### src/rtl/card_deal_arbiter.sv
// Round-robin card request arbiter between player and dealer in front of a fixed-latency card datapath.
// Optional burn card after reset/reshuffle: define DEAL_BURN_CARD_EN.
module card_deal_arbiter #(
    parameter int CARD_LAT  = 2,
    parameter int DECK_SIZE = 52
) (
    input  logic       clk_arb_i,
    input  logic       rst_arb_i,
    input  logic       req_player_i,
    input  logic       req_dealer_i,
    input  logic       reshuffle_i,
    input  logic [7:0] card_dp_i,
    output logic       req_card_state_o,
    output logic [7:0] card_o,
    output logic       ack_player_o,
    output logic       ack_dealer_o,
    output logic       busy_o,
    output logic       deck_empty_o,
    output logic [5:0] cards_dealt_o
);

    localparam logic [2:0] IDLE    = 3'd0;
    localparam logic [2:0] ISSUE   = 3'd1;
    localparam logic [2:0] WAIT    = 3'd2;
    localparam logic [2:0] DELIVER = 3'd3;
    localparam logic [2:0] EMPTY   = 3'd4;
`ifdef DEAL_BURN_CARD_EN
    localparam logic [2:0] BURN    = 3'd5;
`endif

    logic [2:0] state;
    logic [3:0] wait_cnt;
    logic       grant_dealer;
    logic       last_dealer;
    logic       rs_pend;
    logic       ack_p;
    logic       ack_d;
    logic [7:0] card_q;
    logic [5:0] dealt;
    logic       pick_dealer;
    logic       any_req;
`ifdef DEAL_BURN_CARD_EN
    logic       burn_pend;
    logic       burning;
`endif

    // Dealer wins only when alone or when the player was served last.
    always_comb begin
        any_req     = req_player_i | req_dealer_i;
        pick_dealer = req_dealer_i & (~req_player_i | ~last_dealer);
    end

    always_ff @(posedge clk_arb_i) begin
        if (rst_arb_i) begin
            state        <= IDLE;
            wait_cnt     <= '0;
            grant_dealer <= 1'b0;
            last_dealer  <= 1'b1;
            rs_pend      <= 1'b0;
            ack_p        <= 1'b0;
            ack_d        <= 1'b0;
            card_q       <= 8'h00;
            dealt        <= '0;
`ifdef DEAL_BURN_CARD_EN
            burn_pend    <= 1'b1;
            burning      <= 1'b0;
`endif
        end else begin
            ack_p <= 1'b0;
            ack_d <= 1'b0;
            case (state)
                IDLE: begin
                    if (reshuffle_i) begin
                        dealt <= '0;
`ifdef DEAL_BURN_CARD_EN
                        burn_pend <= 1'b1;
                    end else if (burn_pend) begin
                        state <= BURN;
`endif
                    end else if (any_req) begin
                        grant_dealer <= pick_dealer;
                        last_dealer  <= pick_dealer;
                        state        <= ISSUE;
                    end
                end
`ifdef DEAL_BURN_CARD_EN
                BURN: begin
                    burning   <= 1'b1;
                    burn_pend <= 1'b0;
                    if (reshuffle_i) rs_pend <= 1'b1;
                    state <= ISSUE;
                end
`endif
                ISSUE: begin
                    if (reshuffle_i) rs_pend <= 1'b1;
                    wait_cnt <= 4'(CARD_LAT - 1);
                    state    <= WAIT;
                end
                WAIT: begin
                    if (reshuffle_i) rs_pend <= 1'b1;
                    // Card is captured on the last WAIT edge so card_o is valid alongside the ack.
                    if (wait_cnt == 4'd0) begin
                        state <= DELIVER;
                        dealt <= dealt + 6'd1;
`ifdef DEAL_BURN_CARD_EN
                        if (!burning) begin
`else
                        begin
`endif
                            card_q <= card_dp_i;
                            ack_p  <= ~grant_dealer;
                            ack_d  <= grant_dealer;
                        end
                    end else begin
                        wait_cnt <= wait_cnt - 4'd1;
                    end
                end
                DELIVER: begin
`ifdef DEAL_BURN_CARD_EN
                    burning <= 1'b0;
`endif
                    if (rs_pend || reshuffle_i) begin
                        dealt   <= '0;
                        rs_pend <= 1'b0;
                        state   <= IDLE;
`ifdef DEAL_BURN_CARD_EN
                        burn_pend <= 1'b1;
`endif
                    end else if (dealt == 6'(DECK_SIZE)) begin
                        state <= EMPTY;
                    end else begin
                        state <= IDLE;
                    end
                end
                EMPTY: begin
                    if (reshuffle_i) begin
                        dealt <= '0;
                        state <= IDLE;
`ifdef DEAL_BURN_CARD_EN
                        burn_pend <= 1'b1;
`endif
                    end
                end
                default: state <= IDLE;
            endcase
        end
    end

    assign req_card_state_o = (state == ISSUE);
    assign busy_o           = (state != IDLE) && (state != EMPTY);
    assign deck_empty_o     = (state == EMPTY);
    assign ack_player_o     = ack_p;
    assign ack_dealer_o     = ack_d;
    assign card_o           = card_q;
    assign cards_dealt_o    = dealt;

endmodule

### config.mk
export PLATFORM = sky130hd
export DESIGN_NAME = card_deal_arbiter
export DESIGN_NICKNAME = d
export VERILOG_FILES = /design/src/rtl/card_deal_arbiter.sv
export SDC_FILE = /design/constraint.sdc
export NUM_CORES = 1
export LEC_CHECK = 0
export BUFFER_PORTS_ARGS = -buffer_cell sky130_fd_sc_hd__buf_4
export CORE_MARGIN = 2
export CORE_UTILIZATION = 55
export CTS_BUF_LIST = sky130_fd_sc_hd__clkbuf_8
export DETAILED_ROUTE_END_ITERATION = 12
export HOLD_SLACK_MARGIN = 0.08
export PLACE_DENSITY = 0.84
export SLEW_MARGIN = 15
export SYNTH_ARGS = -nofsm -noshare
export SYNTH_HDL_FRONTEND = slang
export SYNTH_SLANG_ARGS = --single-unit
export TNS_END_PERCENT = 50
### constraint.sdc
create_clock -name clk_arb_i -period 5.4 [get_ports clk_arb_i]
set_clock_uncertainty 0.2 [all_clocks]
set_input_delay 0.27 -clock clk_arb_i [delete_from_list [all_inputs] [get_ports clk_arb_i]]
set_output_delay 0.27 -clock clk_arb_i [all_outputs]
set_load 0.005 [all_outputs]
[Yosys cells after proc, flatten, opt, wreduce, memory -nomap -nowiden]
Index checks and enable logic that the tools add are counted.
Storage, ports and cells
  bits in registers: 26
  input bits: 13
  output and inout port bits: 19
  logic and storage cells: 67
Operators by class
  add/subtract/negate cells: 2
  eq/ne operators: 14
  multiplexer cells: 16
  bitwise gates (word level): 9
  reduce and logical (&&, ||, !) cells: 17
Operators with widths (count)
  $mux W3: 6
  $mux W6: 3
  $pmux W6 S3: 1
  $pmux W3 S5: 1
  $ne A2 B2 Y1 const B: 6
  $pmux W4 S2: 1
  $reduce_and A4 Y1: 2
  $add A6 B1 Y6 const B: 1
  $eq A3 B2 Y1 const B: 2
  $eq A6 B6 Y1 const B: 1
  $not A1 Y1: 6
  $reduce_and A3 Y1: 2
  $reduce_bool A3 Y1: 2
  $logic_not A4 Y1: 1
  $mux W4: 1
  $ne A2 B1 Y1 const B: 2
  $reduce_and A2 Y1: 2
  $reduce_bool A2 Y1: 2
  $reduce_or A2 Y1: 2
  $sub A4 B1 Y4 const B: 1
  $eq A3 B1 Y1 const B: 1
  $eq A3 B3 Y1 const B: 1
  $logic_not A3 Y1: 1
  $ne A3 B3 Y1 const B: 1
  other kinds (7): 9

[Longest topological paths before layout]
  depth in word-level cells: 4
  depth in mapped cells: 7
  depth with buffers taken out: 6

[Least setup slack after synthesis]
Ideal clock, no wire load.
  path type: reg-to-reg
  start point: register wait_cnt[0]
  end point: register dealt[2] (netlist: cards_dealt_o[2])
  arrival: 1.492 ns
  path slack: 3.576 ns
  cell stages (with the launch flop): 8
  clock period less this slack: 1.824 ns
  path through: dfxtp_1 -> inv_1 -> ha_1 -> or3b_4 -> and2_1 -> buf_2 -> o31ai_1 -> a21oi_1
On the way
  cells in the longest elaborated chain, start to end: 3
Ends and longest elaborated chain
  start, declared: RTL line 32  | logic [3:0] wait_cnt;
  start signal, assigned: RTL line 96  | wait_cnt <= 4'(CARD_LAT - 1);
  start signal, assigned: RTL line 115  | wait_cnt <= wait_cnt - 4'd1;
  $logic_not A4 Y1: RTL line 102  | if (wait_cnt == 4'd0) begin
  $ne A2 B2 Y1 (no line)
  $reduce_and A4 Y1 (no line)
  end signal, assigned: RTL line 104  | dealt <= dealt + 6'd1;
  end, declared: RTL line 39  | logic [5:0] dealt;
No other way between the ends.
A chain may end at the register's enable or synchronous reset.

[Worst setup path after layout]
  start point: register state[0]
  end point: output req_card_state_o
On the way
  cells in the longest elaborated chain, start to end: 1
Ends and longest elaborated chain
  start, declared: RTL line 31  | logic [2:0] state;
  start signal, assigned: RTL line 55  | state <= IDLE;
  start signal, assigned: RTL line 83  | state <= ISSUE;
  start signal, assigned: RTL line 97  | state <= WAIT;
  $eq A3 B1 Y1: RTL line 149  | assign req_card_state_o = (state == ISSUE);
  end, declared: RTL line 13  | output logic req_card_state_o,
No other way between the ends.

==> flow_summary_export.csv <==
group,metric,value,unit
synth,synth-simple-area-share,25.9,%
global_route,met3_usage,4.97,%
cts,clkLatencyLatePin,0.27,ns
drt,wl_per_cell,14.5,um
synth,yosysSeqAreaShare,42.2,%
place,gp_congestion,0.759,
global_route,track_usage,23.5,%
die,io-pin-count,32,
drt,drt_iter0_drc,19,
place,dpl.hpwl,1790,um
critical_path,path_cells,"nor3b_1 > buf_4",
critical_path,cp_slowest_cell,"nor3b_1",
final_layout,nNetsFinal,191,
global_route,use_met1,28.5,%
final_layout,final_core_util,73.3,%
sta,hold_violations,0,
synth,synth_common_cells,"dfxtp_1, nor2_1, nor3_1",
synth,synth_enable_flop_cells,0,
synth,synth_cell_types,37,
cts,htreeDepth,1,
cts,root_buffer,"clkbuf_8",
cts,clkSinkCount,26,
pwr,powerDensity,440,nW/um^2
status,outcome,"finished, final reports clean",
drt,drc,0,
synth,synth_compound_gate_area_share,14.4,%
sta,slew_viol_final,0,
pwr,p_leak,0.685,nW
sta,grt_setup_unrepaired,"no",
job,drv_cap,0,
critical_path,worstReg2RegStart,"wait_cnt[1]",
final_layout,diodes,0,
sta,setup_viol,0,
synth,synthAdderAreaFrac,3.05,%
die,die_area,2640,um^2
global_route,grt_max_degree,27,
critical_path,cp_max_fo,9,
critical_path,cp-end-kind,"output port",
synth,yosysWarningCount,0,
drt,vias_per_cell,5.71,
drt,first_pass_iters,4,
global_route,busiest_layer,"met2",
cts,cts_tree,"built",
cts,cts_setup_buffers,0,
pwr,swShare,36.9,%
final_layout,syn2layout_area_growth,29.0,%
global_route,met2_usage,40.9,%
synth,yosysMostFrequentCell,"dfxtp_1",
drt,drt-total-wl,2920,um
cts,hold_buffers,8,
critical_path,startpoint_type,"flop",
synth,synth-main-ff-cell,"dfxtp_1",
global_route,grt_pass1_vias,1054,
synth,syn_inst,140,
sta,slew-limit-headroom,53.2,%
die,fp.dieH,51.3,um
synth,synthXorXnorAreaFrac,2.13,%
cts,ctsResizeCount,0,
sta,worst_pin_slew,0.701,ns
pwr,pwr-share-seq,39.8,%
synth,syn_area_per_cell,8.80,um^2
die,start_util,56.8,%
sta,finalSetupTns,0,ns
final_layout,nFillCells,169,
sta,min_period_over_period,39.3,%
die,core_region_area,2170,um^2
cts,cts.clk_slew.worst_paths,0.09,ns
pwr,p_int,0.442,mW
global_route,antenna_found_initial,0,
synth,syn-num-nets,156,
pwr,ir_drop,0.322,mV
critical_path,crit_required,4.93,ns
critical_path,arrival,1.65,ns
final_layout,drive_gt1_share,22.4,%
synth,yosysTopAreaCell,"dfxtp_1",
place,io_buffers,31,
pwr,switchingPower,0.259,mW
critical_path,critPathLaunch,"state[0]",
die,dieWidth,51.3,um
sta,period_needed,2.12,ns
die,rows,17,
critical_path,path_class,"flop to output port",
critical_path,critPathMaxStageDelay,0.64,ns
synth,yosys-top-cells-area,"dfxtp_1, mux2i_1, nor2_1, nor3_1, ha_1",
synth,netlist_area,1230,um^2
synth,ys_ff_latch,26,
global_route,overflow,0,
hold_path,hold_class,"input port to flop",
synth,synth_top_area_share,42.2,%
sta,timing.fmax,471,MHz
cts,ctsLongestPathBuffers,2,
pwr,power,0.700,mW
drt,vias,1153,
drt,detail-route-antenna-nets,0,
synth,synth_top_family_by_area,"simple AND/OR/NAND/NOR gates",
hold_path,hp-start,"req_dealer_i",
pwr,pwr-share-clk,18.0,%
cts,numCtsBuffers,3,
synth,synth_mux_area_share,6.50,%
pwr,power_frac_comb,42.1,%
global_route,grt_pass1_wl,4660,um
synth,async_reset_ff_share,0,%
-- metal layers --
layer  vias up  routed length, um
met1       539               1270
met5         -                  0
met4         0                 56
met2        43               1420
li1        563                  -
met3         8                177
-- path summary, 6_finish.rpt --
path                      end  slack, ns  cells past startpoint
max          req_card_state_o       3.28                      2
min               last_dealer       0.09                      3
max reg2reg  cards_dealt_o[2]       3.34                      6
min reg2reg      ack_player_o       0.24                      1
-- power by group through the flow --
stage                     logic, mW  registers [mW]  clock network (mW)
after detailed placement      0.285           0.280                   0
after global routing          0.323           0.285               0.134
after floorplan               0.235           0.255                   0
after global placement        0.276           0.278                   0
final                         0.295           0.279               0.126
after CTS                     0.292           0.277               0.125
-- through the flow --
step | setup slack [ns] | cell area, um^2 | hold WS (ns) | cells
6_report | 3.28 | 1590 | 0.0916 | 202
5_1_grt | 3.24 | 1590 | 0.123 | 202
4_1_cts | 3.36 | 1590 | 0.0987 | 202
3_5_place_dp | 3.40 | 1460 | 0.231 | 190
3_3_place_gp | 3.47 | 1460 | 0.229 | 190
2_1_floorplan | 3.58 | 1230 | 0.209 | 140
-- layout make-up --
type | count | area [um^2] | area share (%)
multi-input combinational | 98 | 641 | 40.3
sequential | 26 | 520 | 32.7
timing repair buffer | 39 | 313 | 19.7
clock buffer | 4 | 55.1 | 3.46
tap | 28 | 35.0 | 2.20
inverter | 7 | 26.3 | 1.65
-- cells by family (layout without fill, tap and decap cells) --
| logic type | count (synthesis) | count (layout) |
|---|---|---|
| AND/OR/NAND/NOR | 57 | 57 |
| AO/OA/AOI/OAI | 27 | 27 |
| flip-flops | 26 | 26 |
| buffers and inverters | 16 | 50 |
| multiplexers | 8 | 8 |
| adder cells (fa/ha/maj) | 3 | 3 |
| XOR/XNOR | 3 | 3 |
-- cells in the final DEF, fill, tap and decap left out, types with 2 or more instances in the layout --
cell type / instances
o31ai_1: 3
a31oi_1: 2
nor3_1: 9
xor2_1: 2
nand4_1: 3
dlygate4sd3_1: 8
ha_1: 3
o21ai_0: 7
buf_4: 31
a211oi_1: 2
inv_1: 7
nand3_1: 6
or3_1: 2
a21oi_1: 7
clkbuf_8: 4
nor2_1: 17
nor3b_1: 4
nand2_1: 6
dfxtp_1: 26
mux2i_1: 8
-- worst max-delay path: cells and delay by family, from the launching register on --
| kind | cells | cell delay, ns |
|---|---|---|
| buf+inv | 1 | 0.22 |
| flops | 1 | 0.53 |
| simple gates | 1 | 0.64 |
-- registers in the layout, summed over array words and instances (netlist names) --
register / count
card_o: 8
cards_dealt_o: 6
wait_cnt: 4
state: 3
ack_dealer_o: 1
ack_player_o: 1
grant_dealer: 1
last_dealer: 1
rs_pend: 1
Note: power is estimated with default switching activity, not from simulation.
